<file path="src/rtl/renkon_ctrl_linebuf_strided.sv">
// renkon_ctrl_linebuf_strided: line-buffer controller for the renkon convolution engine.
// Steers pixels into a rotating set of fil_size line memories and produces the
// write strobes, shared address, row-rotation select and window-valid flags.
// Optional feature macro: RENKON_LINEBUF_STRIDE_EN (honour the stride input;
// when undefined, windows are reported at every position, i.e. stride 1).
module renkon_ctrl_linebuf_strided #(
    parameter int unsigned MAXFSIZE = 5,
    parameter int unsigned BUFDEPTH = 256,
    parameter int unsigned SIZEW    = 9,
    parameter int unsigned LWIDTH   = $clog2(BUFDEPTH),
    parameter int unsigned FWIDTH   = $clog2(MAXFSIZE + 1)
) (
    input  logic                 clk,
    input  logic                 rst,
    input  logic                 req,
    input  logic [SIZEW-1:0]     img_w,
    input  logic [SIZEW-1:0]     img_h,
    input  logic [FWIDTH-1:0]    fil_size,
    input  logic [1:0]           stride,
    input  logic                 in_valid,
    output logic                 in_ready,
    output logic [MAXFSIZE-1:0]  buf_we,
    output logic [LWIDTH-1:0]    buf_addr,
    output logic [((MAXFSIZE > 1) ? $clog2(MAXFSIZE) : 1)-1:0] buf_sel,
    output logic                 col_valid,
    output logic                 out_valid,
    output logic                 ack
);

    localparam int unsigned SELW = (MAXFSIZE > 1) ? $clog2(MAXFSIZE) : 1;

    typedef enum logic [2:0] {
        S_IDLE  = 3'd0,
        S_FILL  = 3'd1,
        S_RUN   = 3'd2,
        S_FLUSH = 3'd3,
        S_DONE  = 3'd4
    } state_t;

    state_t            r_state;
    state_t            w_state_nxt;

    logic [SIZEW-1:0]  r_w_m1;
    logic [SIZEW-1:0]  r_h_m1;
    logic [SIZEW-1:0]  r_fil_m1;
    logic [SIZEW-1:0]  r_col;
    logic [SIZEW-1:0]  r_row;
    logic [SELW-1:0]   r_wline;
    logic              r_flush;

    logic              r_in_ready;
    logic [MAXFSIZE-1:0] r_buf_we;
    logic [LWIDTH-1:0] r_buf_addr;
    logic [SELW-1:0]   r_buf_sel;
    logic              r_s1_colv;
    logic              r_s1_outv;
    logic              r_col_valid;
    logic              r_out_valid;
    logic              r_ack;

    logic              w_start;
    logic              w_hs;
    logic              w_col_wrap;
    logic              w_last;
    logic [SELW-1:0]   w_wline_inc;
    logic              w_row_ok;
    logic              w_col_ok;
    logic              w_phase_ok;
    logic              w_in_ready_nxt;
    logic              w_ack_nxt;

    assign w_start     = (r_state == S_IDLE) && req;
    assign w_hs        = in_valid && r_in_ready;
    assign w_col_wrap  = (r_col == r_w_m1);
    assign w_last      = w_col_wrap && (r_row == r_h_m1);
    assign w_wline_inc = (SIZEW'(r_wline) == r_fil_m1) ? SELW'(0) : r_wline + SELW'(1);
    assign w_row_ok    = (r_row >= r_fil_m1);
    assign w_col_ok    = (r_col >= r_fil_m1);

`ifdef RENKON_LINEBUF_STRIDE_EN
    logic [1:0] r_stride_m1;
    logic [1:0] r_cph;
    logic [1:0] r_rph;
    logic [1:0] w_cph_cur;
    logic [1:0] w_rph_cur;
    logic [1:0] w_cph_nxt;
    logic [1:0] w_rph_nxt;

    // Phases restart at the first full-window row/column, so no modulo is needed.
    assign w_cph_cur  = (r_col == r_fil_m1) ? 2'd0 : r_cph;
    assign w_rph_cur  = (r_row == r_fil_m1) ? 2'd0 : r_rph;
    assign w_cph_nxt  = (w_cph_cur == r_stride_m1) ? 2'd0 : w_cph_cur + 2'd1;
    assign w_rph_nxt  = (w_rph_cur == r_stride_m1) ? 2'd0 : w_rph_cur + 2'd1;
    assign w_phase_ok = (w_cph_cur == 2'd0) && (w_rph_cur == 2'd0);

    // Stride phase counters: column phase restarts each row, row phase steps on wrap.
    always_ff @(posedge clk) begin
        if (rst) begin
            r_stride_m1 <= 2'd0;
            r_cph       <= 2'd0;
            r_rph       <= 2'd0;
        end else if (w_start) begin
            r_stride_m1 <= (stride == 2'd0) ? 2'd0 : stride - 2'd1;
            r_cph       <= 2'd0;
            r_rph       <= 2'd0;
        end else if (w_hs) begin
            r_cph <= w_col_wrap ? 2'd0 : w_cph_nxt;
            if (w_col_wrap) begin
                r_rph <= w_rph_nxt;
            end
        end
    end
`else
    logic w_unused_stride;
    assign w_unused_stride = ^stride;
    assign w_phase_ok      = 1'b1;
`endif

    // State register.
    always_ff @(posedge clk) begin
        if (rst) begin
            r_state <= S_IDLE;
        end else begin
            r_state <= w_state_nxt;
        end
    end

    // Next-state logic.
    always_comb begin
        w_state_nxt = r_state;
        unique case (r_state)
            S_IDLE:  if (req) w_state_nxt = S_FILL;
            S_FILL: begin
                if (w_hs && w_last) begin
                    w_state_nxt = S_FLUSH;
                end else if (w_row_ok) begin
                    w_state_nxt = S_RUN;
                end
            end
            S_RUN:   if (w_hs && w_last) w_state_nxt = S_FLUSH;
            S_FLUSH: if (r_flush) w_state_nxt = S_DONE;
            S_DONE:  w_state_nxt = S_IDLE;
            default: w_state_nxt = S_IDLE;
        endcase
    end

    // Output decode from the upcoming state; registered below.
    always_comb begin
        w_in_ready_nxt = 1'b0;
        w_ack_nxt      = 1'b0;
        w_in_ready_nxt = (w_state_nxt == S_FILL) || (w_state_nxt == S_RUN);
        w_ack_nxt      = (w_state_nxt == S_DONE);
    end

    // Handshake/done outputs and the two-cycle flush timer.
    always_ff @(posedge clk) begin
        if (rst) begin
            r_in_ready <= 1'b0;
            r_ack      <= 1'b0;
            r_flush    <= 1'b0;
        end else begin
            r_in_ready <= w_in_ready_nxt;
            r_ack      <= w_ack_nxt;
            r_flush    <= (r_state == S_FLUSH);
        end
    end

    // Configuration capture on an accepted start.
    always_ff @(posedge clk) begin
        if (rst) begin
            r_w_m1   <= '0;
            r_h_m1   <= '0;
            r_fil_m1 <= '0;
        end else if (w_start) begin
            r_w_m1   <= img_w - SIZEW'(1);
            r_h_m1   <= img_h - SIZEW'(1);
            r_fil_m1 <= (fil_size == FWIDTH'(0)) ? SIZEW'(0) : SIZEW'(fil_size) - SIZEW'(1);
        end
    end

    // Column/row/write-line counters; stall on bubbles.
    always_ff @(posedge clk) begin
        if (rst || w_start) begin
            r_col   <= '0;
            r_row   <= '0;
            r_wline <= '0;
        end else if (w_hs) begin
            if (w_col_wrap) begin
                r_col   <= '0;
                r_row   <= r_row + SIZEW'(1);
                r_wline <= w_wline_inc;
            end else begin
                r_col   <= r_col + SIZEW'(1);
            end
        end
    end

    // Memory strobes: write one-hot pulses per handshake, address and select hold.
    always_ff @(posedge clk) begin
        if (rst) begin
            r_buf_we   <= '0;
            r_buf_addr <= '0;
            r_buf_sel  <= '0;
        end else begin
            r_buf_we <= '0;
            if (w_hs) begin
                r_buf_we   <= MAXFSIZE'(1) << r_wline;
                r_buf_addr <= LWIDTH'(r_col);
                r_buf_sel  <= w_wline_inc;
            end
        end
    end

    // Window flags, delayed one extra cycle to line up with memory read data.
    always_ff @(posedge clk) begin
        if (rst) begin
            r_s1_colv   <= 1'b0;
            r_s1_outv   <= 1'b0;
            r_col_valid <= 1'b0;
            r_out_valid <= 1'b0;
        end else begin
            r_s1_colv   <= w_hs && w_row_ok;
            r_s1_outv   <= w_hs && w_row_ok && w_col_ok && w_phase_ok;
            r_col_valid <= r_s1_colv;
            r_out_valid <= r_s1_outv;
        end
    end

    assign in_ready  = r_in_ready;
    assign buf_we    = r_buf_we;
    assign buf_addr  = r_buf_addr;
    assign buf_sel   = r_buf_sel;
    assign col_valid = r_col_valid;
    assign out_valid = r_out_valid;
    assign ack       = r_ack;

endmodule

</file>
<file path="config.mk">
export PLATFORM = sky130hd
export DESIGN_NAME = renkon_ctrl_linebuf_strided
export DESIGN_NICKNAME = d
export VERILOG_FILES = /design/src/rtl/renkon_ctrl_linebuf_strided.sv
export SDC_FILE = /design/constraint.sdc
export NUM_CORES = 1
export LEC_CHECK = 0
export BUFFER_PORTS_ARGS = -buffer_cell sky130_fd_sc_hd__buf_2
export CAP_MARGIN = 20
export CORE_MARGIN = 2
export CORE_UTILIZATION = 40
export DETAILED_ROUTE_END_ITERATION = 12
export MAX_ROUTING_LAYER = met4
export PLACE_DENSITY_LB_ADDON = 0.2
export SYNTH_ARGS = -nofsm -noshare
export SYNTH_HDL_FRONTEND = slang
export SYNTH_SLANG_ARGS = --single-unit
</file>
<file path="constraint.sdc">
create_clock -name clk -period 4.4 [get_ports clk]
set_clock_uncertainty 0.1 [all_clocks]
set_input_delay 0.66 -clock clk [delete_from_list [all_inputs] [get_ports clk]]
set_output_delay 0.66 -clock clk [all_outputs]
set_load 0.01 [all_outputs]
</file>
==> results by group <==
Drt
  – Initial DRC Count: 124
  – Post-route ant nets: 0
  – DRT Pass-1 Iters: 4
  – WL/cell: 13.4 um
  – Via count: 2901
  – Vias per cell: 5.16
  – WL final: 7520 um
  – Post-route DRC: 0

Setup path
  – Worst Path Arrival: 2300 ps
  – Critical setup path kind: reg -> reg
  – Crit end category: register
  – CP required: 4530 ps
  – Worst-case reg-to-reg path depth: 7
  – Critical path startpoint category: register
  – Critical path fanouts, max: 12

Finish
  – Fillers: 879
  – P&R area growth vs syn: 15.8%
  – Layout Cells excl Fill: 562
  – # diodes: 0
  – Layout cells sized above 1: 0.150
  – Net count, final: 502
  – Finished Cell Area: 4120 um^2

Worst hold path
  – Hold depth: 1
  – Hold Crit Class: reg -> reg

Clock tree
  – CTS max path bufs: 2
  – Clock slew at reported path FFs: 80 ps
  – Cts hold-fix bufs: 0
  – Clock Sinks: 69
  – Clock Tree Root: clkbuf_8
  – Num CTS Buffers: 9
  – CTS HTree Levels: 3
  – Post-CTS sizing: 0
  – Clock Latency Late Sink: 350 ps
  – Post-CTS setup buffer count: 0
  – CTS tree: built

Synth
  – Seq/Total Area, Yosys: 0.389
  – Number of synthesized flops with an enable pin: 0
  – Synth warn: 0
  – Unique masters post-synth: 47
  – Mapped Cells: 410
  – Synth area leader: dfxtp_1
  – Dominant synthesized flop cell: dfxtp_1
  – Post-Syn Area per Cell: 8.67 um^2
  – Register bit total from synthesis: 69
  – Synth top cells by count: 69 x dfxtp_1, 49 x nor2_1, 48 x nand2_1, 27 x xor2_1, 26 x ha_1
  – Share of the synthesized area in the top cell type: 0.389
  – Top post-synthesis cells by area: dfxtp_1 39%, ha_1 9.2%, xor2_1 6.7%
  – Top-count cell post-synth: dfxtp_1
  – Async S/R FF share, synth: 0
  – Post-Syn Area: 3550 um^2
  – Syn_nets: 463

Timing
  – Minimum clock period: 2170 ps
  – Hold Fails Final Rpt: 0
  – RSZ-0062 raised after global routing: false
  – Final hold slack: 339 ps
  – F_max: 460 MHz
  – Final period utilization: 0.494
  – Max-slew violation count: 0
  – Setup TNS: 0 ps
  – Finish-stage setup viols: 0
  – Slew @ Worst Pin: 879 ps
  – Slew HR: 0.409

Power
  – Maximum VDD drop: 154 uV
  – Switching share of power: 0.269
  – Sequential Power Share: 0.436
  – Overall power: 1.60 mW
  – Combinational share of power: 0.153
  – P_sw: 0.431 mW
  – Power density over cell area: 389 nW/um^2
  – P_leak: 1.72 nW
  – P_int: 1.17 mW
  – Clk pwr share: 0.410

GRT
  – GR Overflow Total: 0
  – Largest net degree at the start of global routing: 43
  – Number of global-route vias before repair: 2769
  – Initial antenna violation count: 0
  – Total track usage: 0.169
  – First-pass GRT wire length: 13000 um

Die
  – # IOs: 47
  – Die X: 98.3 um
  – Height of the die: 98.3 um
  – Num rows: 34
  – Core footprint: 8680 um^2
  – Die area: 9660 um^2
  – Initial Utilization: 0.410

Placement
  – Placed insts: 546
  – Placed cell areas: 3860 um^2
  – GP Congestion: 0.793
  – Hpwl dp: 5370 um
  – Port Buffers: 44

Outcome
  – Status: complete, no violations

Flow run
  – Number of max-cap violations: 0
-- per-stage QoR --
| step | util | setup slack, ps |
|---|---|---|
| after floorplan | - | 2320 |
| after CTS | 0.474 | 2210 |
| final | 0.474 | 2230 |
| after global placement | 0.444 | 2030 |
| after global routing | 0.474 | 2060 |
| after detailed placement | 0.444 | 1990 |
-- path summary, 6_finish.rpt --
path	from	end	slack, ps
worst max register to register	r_fil_m1[7]	r_s1_outv	2230
worst max-delay path	r_fil_m1[7]	r_s1_outv	2230
worst min-delay path	r_s1_colv	col_valid	340
worst min register to register	r_s1_colv	col_valid	340
-- registers in the layout (all words and copies together), names as in the netlist --
signal and cells:
in_ready 1, r_row 9, out_valid 1, r_col 9
r_fil_m1 4, buf_we 5, buf_addr 8, r_state 3
r_h_m1 9, r_flush 1, r_wline 3, r_s1_colv 1
ack 1, buf_sel 3, r_s1_outv 1, col_valid 1
r_w_m1 9
-- worst max-delay path: stages, from the launching register on --
cell and delay [ps]:
dfxtp_1 360, inv_1 220, ha_1 390, a211o_1 130, a21oi_1 50, o2bb2ai_1 140, or2_2 340, a2111oi_0 330
-- metal layers --
layer,global-route usage,wire length [um]
met5,-,0
met4,0.0685,101
met3,0.0265,249
met2,0.258,3230
met1,0.225,3940
-- kinds of logic after synthesis --
group                    count (synthesis)  share of synthesized area
adder cells (fa/ha/maj)                 26                     0.0915
buffers and inverters                   37                     0.0415
AND/OR/NAND/NOR                        163                      0.232
multiplexers                             5                     0.0141
XOR/XNOR                                43                      0.106
flip-flops                              69                      0.389
AO/OA/AOI/OAI                           67                      0.126
-- power by group through the flow --
stage,Clock (mW),Sequential [mW],Combinational (mW)
after global routing,0.695,0.706,0.279
final,0.657,0.699,0.246
after detailed placement,0,0.713,0.248
after floorplan,0,0.700,0.192
after global placement,0,0.712,0.244
after CTS,0.672,0.699,0.249
-- final cells by class --
class                      instances  area [um^2]  area share
multi-input combinational        304         2030       0.494
sequential                        69         1380       0.336
timing repair buffer              46          235      0.0572
clock buffer                      11          151      0.0368
tap                              108          135      0.0328
clock inverter                     5          106      0.0258
inverter                          19         71.3      0.0173
-- cells in the final DEF, fill, tap and decap left out, types with 2 or more instances in the layout --
cell	count
dfxtp_1	69
nor2_1	49
nand2_1	48
buf_2	44
xor2_1	27
ha_1	26
a21oi_1	23
inv_1	19
a211oi_1	19
xnor2_1	16
nor4_1	11
clkbuf_8	11
nor3_1	7
or4_1	6
nand3_1	6
or3_1	6
nand2b_1	5
nand4_1	5
mux2i_1	5
o31ai_1	4
o21ai_0	4
and2_1	4
o211ai_1	3
nor2b_1	3
bufinv_16	3
or2_2	2
a311oi_1	2
or4b_1	2
a31oi_1	2
and3_1	2
buf_4	2
Power figures use the tool's default switching activity.
